--- src/rtl/toast_dmem_arbiter_pkg.sv ---
// Shared definitions for the data-memory arbiter: read-owner encoding and defaults.
package toast_dmem_arbiter_pkg;

  // Who issued the read whose data arrives on the memory port this cycle
  typedef enum logic [1:0] {
    OWN_NONE = 2'd0,
    OWN_CPU  = 2'd1,
    OWN_ACC  = 2'd2
  } owner_e;

  localparam int DEFAULT_MAX_WAIT = 8;
  localparam int DEFAULT_CNT_W    = 8;

  // The memory is word organised; byte lanes are already handled by the requester
  function automatic logic [31:0] word_addr(input logic [31:0] addr);
    return addr & 32'hFFFF_FFFC;
  endfunction

endpackage

--- src/rtl/toast_starve_counter.sv ---
// Saturating starvation counter: counts denied accelerator cycles, flags when the limit is hit.
module toast_starve_counter #(
  parameter int MAX_WAIT = 8,
  parameter int CNT_W    = 8
) (
  input  logic clk_i,
  input  logic rst_i,
  input  logic clr,
  output logic hit
);

  localparam logic [CNT_W-1:0] MAX_CNT = CNT_W'(MAX_WAIT);

  logic [CNT_W-1:0] count;

  // Clear wins; otherwise count up and park at the limit until the accelerator is served
  always_ff @(posedge clk_i or posedge rst_i) begin
    if (rst_i) begin
      count <= '0;
    end else if (clr) begin
      count <= '0;
    end else if (count != MAX_CNT) begin
      count <= count + CNT_W'(1);
    end
  end

  assign hit = (count == MAX_CNT);

endmodule

--- src/rtl/toast_dmem_arbiter.sv ---
// Data-memory port arbiter between the core MEM stage and the accelerator/DMA requester.
// MEM stage has priority; a starved accelerator gets one forced slot that stalls the core.
module toast_dmem_arbiter
  import toast_dmem_arbiter_pkg::*;
#(
  parameter int MAX_WAIT = DEFAULT_MAX_WAIT,
  parameter int CNT_W    = DEFAULT_CNT_W
) (
  input  logic        clk_i,
  input  logic        rst_i,
  input  logic        cpu_req_i,
  input  logic        cpu_we_i,
  input  logic [31:0] cpu_addr_i,
  input  logic [31:0] cpu_wdata_i,
  output logic        cpu_stall_o,
  output logic [31:0] cpu_rdata_o,
  input  logic        acc_valid_i,
  output logic        acc_ready_o,
  input  logic        acc_we_i,
  input  logic [31:0] acc_addr_i,
  input  logic [31:0] acc_wdata_i,
  output logic        acc_rvalid_o,
  output logic [31:0] acc_rdata_o,
  output logic        acc_err_o,
  output logic [31:0] DMEM_addr_o,
  output logic        DMEM_wr_en_o,
  output logic        DMEM_ce_o,
  output logic [31:0] DMEM_wr_data_o,
  input  logic [31:0] DMEM_rd_data_i
);

  owner_e grant;
  owner_e rd_owner;
  owner_e rd_owner_next;
  logic   starve_hit;
  logic   force_slot;
  logic   acc_misaligned;
  logic   cnt_clr;

  assign acc_misaligned = (acc_addr_i[1:0] != 2'b00);

  // Winner selection: starved accelerator first, then MEM stage, then accelerator in idle slots
  always_comb begin
    grant      = OWN_NONE;
    force_slot = 1'b0;
    if (!rst_i) begin
      if (acc_valid_i && starve_hit) begin
        grant      = OWN_ACC;
        force_slot = 1'b1;
      end else if (cpu_req_i) begin
        grant = OWN_CPU;
      end else if (acc_valid_i) begin
        grant = OWN_ACC;
      end
    end
  end

  assign cpu_stall_o = force_slot & cpu_req_i;
  assign acc_ready_o = (grant == OWN_ACC);

  // Memory port mux; a consumed misaligned accelerator request leaves the port idle
  always_comb begin
    DMEM_ce_o      = 1'b0;
    DMEM_wr_en_o   = 1'b0;
    DMEM_addr_o    = '0;
    DMEM_wr_data_o = '0;
    case (grant)
      OWN_CPU: begin
        DMEM_ce_o      = 1'b1;
        DMEM_wr_en_o   = cpu_we_i;
        DMEM_addr_o    = word_addr(cpu_addr_i);
        DMEM_wr_data_o = cpu_wdata_i;
      end
      OWN_ACC: begin
        if (!acc_misaligned) begin
          DMEM_ce_o      = 1'b1;
          DMEM_wr_en_o   = acc_we_i;
          DMEM_addr_o    = word_addr(acc_addr_i);
          DMEM_wr_data_o = acc_wdata_i;
        end
      end
      default: begin
      end
    endcase
  end

  // Only a performed read has data coming back next cycle
  always_comb begin
    rd_owner_next = OWN_NONE;
    if (DMEM_ce_o && !DMEM_wr_en_o) begin
      rd_owner_next = grant;
    end
  end

  // Track the read in flight and flag dropped misaligned requests one cycle later
  always_ff @(posedge clk_i or posedge rst_i) begin
    if (rst_i) begin
      rd_owner  <= OWN_NONE;
      acc_err_o <= 1'b0;
    end else begin
      rd_owner  <= rd_owner_next;
      acc_err_o <= acc_ready_o & acc_misaligned;
    end
  end

  // Starvation restarts whenever the accelerator is served or stops asking
  assign cnt_clr = acc_ready_o | ~acc_valid_i;

  toast_starve_counter #(
    .MAX_WAIT(MAX_WAIT),
    .CNT_W   (CNT_W)
  ) u_starve (
    .clk_i(clk_i),
    .rst_i(rst_i),
    .clr  (cnt_clr),
    .hit  (starve_hit)
  );

  assign acc_rvalid_o = (rd_owner == OWN_ACC);
  assign cpu_rdata_o  = DMEM_rd_data_i;
  assign acc_rdata_o  = DMEM_rd_data_i;

endmodule
--- config.mk ---
export PLATFORM = sky130hd
export DESIGN_NAME = toast_dmem_arbiter
export DESIGN_NICKNAME = d
export VERILOG_FILES = /design/src/rtl/toast_dmem_arbiter_pkg.sv /design/src/rtl/toast_starve_counter.sv /design/src/rtl/toast_dmem_arbiter.sv
export SDC_FILE = /design/constraint.sdc
export NUM_CORES = 1
export LEC_CHECK = 0
export BUFFER_PORTS_ARGS = -buffer_cell sky130_fd_sc_hd__buf_4
export CAP_MARGIN = 20
export CORE_AREA = 2 2 115 117
export CTS_BUF_LIST = sky130_fd_sc_hd__clkbuf_16
export CTS_CLUSTER_DIAMETER = 50
export CTS_CLUSTER_SIZE = 30
export DETAILED_ROUTE_END_ITERATION = 12
export DIE_AREA = 0 0 117 119
export PLACE_DENSITY = 0.46
export SLEW_MARGIN = 5
export SYNTH_ARGS = -nofsm -noshare
export SYNTH_HDL_FRONTEND = slang
export SYNTH_SLANG_ARGS = --single-unit
--- constraint.sdc ---
create_clock -name clk_i -period 6.2 [get_ports clk_i]
set_input_delay 0.31 -clock clk_i [delete_from_list [all_inputs] [get_ports clk_i]]
set_output_delay 0.31 -clock clk_i [all_outputs]
set_load 0.01 [all_outputs]
After elaboration in Yosys (flattened, before gate mapping)
Cells that the tools add are included.

storage, ports and cells
  memories kept = 0
  flip-flop bits (word level) = 11
  bits in read-only memories = 0
  latch bits = 0
  bits of input ports = 166
  logic and storage cells = 35
  RAM bits = 0

operators by class
  reductions and logical operators = 5
  div/mod/pow operators = 0
  shift-type cells = 0
  bitwise operators = 4
  $add $sub $neg = 1
  equality and inequality tests = 5
  multiplexer cells = 17
  magnitude comparators = 0
  $mul = 0

operators with widths
  cell                                                  number
  case mux 32 bit (2 select lines)                      2
  two-way mux 32 bit                                    2
  two-way mux 8 bit                                     2
  two-way mux 2 bit                                     5
  adder 8 x 1 -> 8 bit (second input constant)          1
  equality test 8 x 4 -> 1 bit (second input constant)  1
  != test 8 x 4 -> 1 bit (second input constant)        1
  equality test 2 bit (second input constant)           2
  two-way mux 1 bit                                     4
  case mux 1 bit (2 select lines)                       2
  nonzero test 2 bit                                    2
  bitwise AND 1 bit                                     2
  equality test 2 x 1 -> 1 bit (second input constant)  1
  logical AND 1 bit                                     2
  logical NOT 1 bit                                     1
  NOT 1 bit                                             1
  OR 1 bit                                              1

Longest topological paths before layout
  word-level depth = 9
  gate-level depth with buffers = 11
  gate-level depth less buffers = 9

Modules after synthesis
A second synthesis with hierarchy kept.

unflattened totals
  cells, all modules = 286
  area total of the unflattened synthesis = 2542.4 um2

by module, submodules not included
  module                cells an instance  area an instance (um2)  seq. area each (um2)  times used
  toast_dmem_arbiter    239                2078.2                  75.1                  1
  toast_starve_counter  47                 464.2                   200.2                 1

Least setup slack after synthesis
No wires, ideal clock.

  path kind = register -> output
  from = register u_starve.count[0]
  to = output DMEM_addr_o[10]
  arrival time = 2.184 ns
  required time = 5.890 ns
  setup slack = 3.706 ns
  stages on the path, launching flop included = 11
  path through = dfrtp_1 inv_1 ha_1 and4bb_4 a311o_1 ha_1 nor3b_1 buf_2 buf_2 a22oi_1 nor2_1

between the ends
  word-level cells in the longest chain between the ends = 6

ends and longest elaborated chain
  what                              line                        source
  start: declaration                toast_starve_counter.sv:14  logic [CNT_W-1:0] count;
  start signal: assignment          toast_starve_counter.sv:23  count <= count + CNT_W'(1);
  equality test 8 x 4 -> 1 bit      toast_starve_counter.sv:27  assign hit = (count == MAX_CNT);
  logical AND 1 bit                 toast_dmem_arbiter.sv:47    if (acc_valid_i && starve_hit) begin
  two-way mux 2 bit                 toast_dmem_arbiter.sv:47
  two-way mux 2 bit                 toast_dmem_arbiter.sv:46    if (!rst_i) begin
  equality test 2 bit               --
  named net acc_ready_o             toast_dmem_arbiter.sv:18    output logic acc_ready_o,
  case mux 32 bit (2 select lines)  toast_dmem_arbiter.sv:67    case (grant)
  end: declaration                  toast_dmem_arbiter.sv:25    output logic [31:0] DMEM_addr_o,

The timed path passes the listed nets, and every way through them passes these cells.

Worst setup path after layout
  from = register u_starve.count[0]
  to = output DMEM_wr_en_o

between the ends
  word-level cells in the longest chain between the ends = 6

ends and longest elaborated chain
  what                                                                        line                        source
  equality test 8 x 4 -> 1 bit (*)                                            toast_starve_counter.sv:27
  logical AND 1 bit (*)                                                       toast_dmem_arbiter.sv:47
  two-way mux 2 bit (*)                                                       toast_dmem_arbiter.sv:47
  two-way mux 2 bit (*)                                                       toast_dmem_arbiter.sv:46
  equality test 2 bit / equality test 2 x 1 -> 1 bit (equally long branches)  toast_dmem_arbiter.sv:67
  case mux 1 bit (2 select lines) (*)                                         toast_dmem_arbiter.sv:67
  end: declaration                                                            toast_dmem_arbiter.sv:26    output logic DMEM_wr_en_o,

Mark *: on every way between the ends. The rest lies on a longest branch, timed or not.

==> results.py <==
metrics = {
    "routing": {
        "routed_wl_um": 8910,
        "dr.first_iter.drc_count": 142,
        "num_vias": 2375,
        "wire_per_inst_um": 15.4,
        "drc_errors": 0,
        "drt_pass1_iterations": 4,
        "postRouteAntennaNets": 0,
        "via_per_inst": 4.09,
    },
    "place": {
        "place_hpwl_um": 7330,
        "dp_cells": 574,
        "place_area_um2": 3120,
        "dpl_worst_slack_ns": 2.91,
        "place_congestion": 0.776,
        "port_buffers": 199,
    },
    "setup_path": {
        "crit_path_frequent_cell": "inv_1",
        "cpLargestDelayFamily": "adder cells",
        "critPathMaxStageDelay_ns": 0.57,
        "cp.depth": 10,
        "crit_slowest_cell": "ha_2",
        "crit_path_cell_trace": "inv_1 -> ha_1 -> and4bb_4 -> a311o_1 -> inv_1 -> ha_2 -> buf_12 -> a22o_1 -> nor2b_1 -> buf_4",
        "worst-path-max-fanout": 37,
        "r2r-start": "u_starve.count[0]$_DFFE_PP0P_",
        "worst-path-buf-inv": 4,
        "critPathArrivalTime_ns": 3.06,
        "r2r_cells": 9,
        "cp-endpoint": "DMEM_wr_en_o",
        "critPathRequiredTime_ns": 5.89,
        "r2r_slack_ns": 3.41,
        "crit_start": "u_starve.count[0]$_DFFE_PP0P_",
        "path_class": "flip-flop to output port",
        "rr_endpoint": "rd_owner[1]$_DFF_PP0_",
        "critPathCaptureType": "output port",
        "start_kind": "flip-flop",
    },
    "clocking": {
        "post-cts-setup-buffers": 0,
        "numCtsBuffers": 3,
        "cts_tree": "done",
        "ctsHoldBuffers": 0,
        "path_clk_slew_ns": 0.04,
        "cts_num_sinks": 11,
        "cts_max_path_buffers": 2,
        "ctsHtreeMaxLevel": 1,
        "insertion_delay_ns": 0.24,
        "cts_resized": 0,
        "cts-root-buf": "clkbuf_16",
    },
    "pwr": {
        "ir_drop_v": 0.0000642,
        "leakage_nw": 1.52,
        "powerDensity_nw_per_um2": 107,
        "p_total_mw": 0.346,
    },
    "timing": {
        "skew_ns": 0.00150,
        "maxSlewViolCount": 0,
        "fin_crit_ns": 3.37,
        "relSlewSlack": 0.548,
        "rsz0062_at_grt": "false",
        "post-route-period-util": 0.544,
        "hold_viol_final": 0,
        "worst_pin_slew_ns": 0.678,
        "setup_viol": 0,
        "fin_hold_ws_ns": 0.108,
        "fin_tns_setup_ns": 0,
        "setup_ws_ns": 2.83,
        "max_freq_ghz": 0.296,
    },
    "global_routing": {
        "grt_use_total": 0.118,
        "overflow": 0,
        "grt_pass1_vias": 2261,
        "grt_start_max_net_pins": 65,
        "grt_pass1_wl_um": 13000,
        "antenna_found_initial": 1,
    },
    "synthesis": {
        "synth-edff-count": 0,
        "synthArstFlopShare": 1.00,
        "avgSynthCellArea_um2": 6.89,
        "ys_ff_latch": 11,
        "syn_area_um2": 1950,
        "post_synth_num_cell_types": 31,
        "syn_inst": 283,
        "yosysSeqAreaShare": 0.141,
        "yosys_warnings": 0,
        "synthFlopType": "dfrtp_1",
    },
    "final_layout": {
        "final_cells": 580,
        "area.growth.synth_to_final_pct": 65.2,
        "layout.nets": 574,
        "drive_gt1_frac": 0.524,
        "post-route-util": 0.250,
        "stdcell_area_um2": 3220,
        "nFillCells": 1444,
    },
    "floorplanning": {
        "io_pins": 300,
        "die_y_um": 119,
        "die_w_um": 117,
        "start_util": 0.152,
        "coreArea_um2": 12900,
        "placementRows": 42,
        "die_area_um2": 13900,
    },
    "hold_path": {
        "worstHoldPathType": "input port to asynchronous set/reset pin",
    },
    "run": {
        "max_cap_violations": 0,
    },
    "outcome": {
        "status": "completed",
    },
}
==> routing by layer <==
metal / vias up / track usage / routed length (um)
met5: - / 0 / 0
met4: 0 / 0.0110 / 29
met3: 6 / 0.0412 / 812
met2: 131 / 0.192 / 4370
met1: 1070 / 0.157 / 3690
li1: 1168 / - / -
==> final cells by class <==
cell class / instances / area [um^2] / share of cell area
antenna: 1 / 2.50 / 0.000777
tap: 176 / 220 / 0.0683
inverter: 7 / 26.3 / 0.00816
clock buffer: 3 / 75.1 / 0.0233
sequential: 11 / 275 / 0.0854
timing repair buffer: 202 / 1540 / 0.478
multi-input combinational: 179 / 1080 / 0.334
clock inverter: 1 / 5.00 / 0.00155
==> synthesized netlist by cell type (2+ instances only) <==
library cell | number | area (um^2)
buf_4 | 66 | 495
nor2_1 | 64 | 240
nor3_1 | 4 | 20.0
dfrtp_1 | 11 | 275
a22oi_1 | 62 | 465
o21a_1 | 2 | 15.0
inv_1 | 7 | 26.3
a21oi_1 | 6 | 30.0
nor2b_1 | 4 | 25.0
or3_1 | 4 | 25.0
xor2_1 | 2 | 17.5
o21ai_0 | 4 | 20.0
nand2_1 | 3 | 11.3
nand3_1 | 6 | 30.0
clkbuf_1 | 12 | 45.0
ha_1 | 4 | 50.1
buf_2 | 8 | 40.0
==> where the power goes <==
group          internal, mW  total [mW]  switching, mW
clock                0.0855       0.119         0.0333
combinational        0.0865       0.150         0.0635
sequential           0.0741      0.0772        0.00316
total                 0.246       0.346          0.100
==> layout by cell type, fill, tap and decap left out, types with 2 or more instances in the layout <==
cell / synthesis / layout
nor2b_1: 4 / 4
a22oi_1: 62 / 62
o21ai_0: 4 / 4
nor2_1: 64 / 64
nand2_1: 3 / 3
nand3_1: 6 / 6
o21a_1: 2 / 2
buf_12: 0 / 2
inv_1: 7 / 7
a21oi_1: 6 / 6
buf_4: 66 / 200
xor2_1: 2 / 2
dfrtp_1: 11 / 11
or3_1: 4 / 4
clkbuf_16: 0 / 3
nor3_1: 4 / 4
conb_1: 1 / 2
ha_1: 4 / 3
==> worst min path at each step <==
stage,end,cells after the start
after floorplan,acc_err_o$_DFF_PP0_,1
after global placement,u_starve.count[0]$_DFFE_PP0P_,2
after detailed placement,u_starve.count[0]$_DFFE_PP0P_,2
after CTS,u_starve.count[1]$_DFFE_PP0P_,2
after global routing,u_starve.count[1]$_DFFE_PP0P_,2
final,u_starve.count[1]$_DFFE_PP0P_,2
==> flip-flops by register name, indices dropped and copies added, names as in the netlist <==
register and flops:
u_starve.count 8, acc_err_o 1, rd_owner 2
==> kinds of logic after synthesis <==
| logic type | count (synthesis) | synth area share |
|---|---|---|
| compound gates | 79 | 0.292 |
| other cells | 1 | 0.00192 |
| xor+xnor | 2 | 0.00898 |
| simple gates | 92 | 0.217 |
| buf+inv | 94 | 0.313 |
| flops | 11 | 0.141 |
| fa+ha+maj | 4 | 0.0257 |
(Power assumes the default switching activity.)
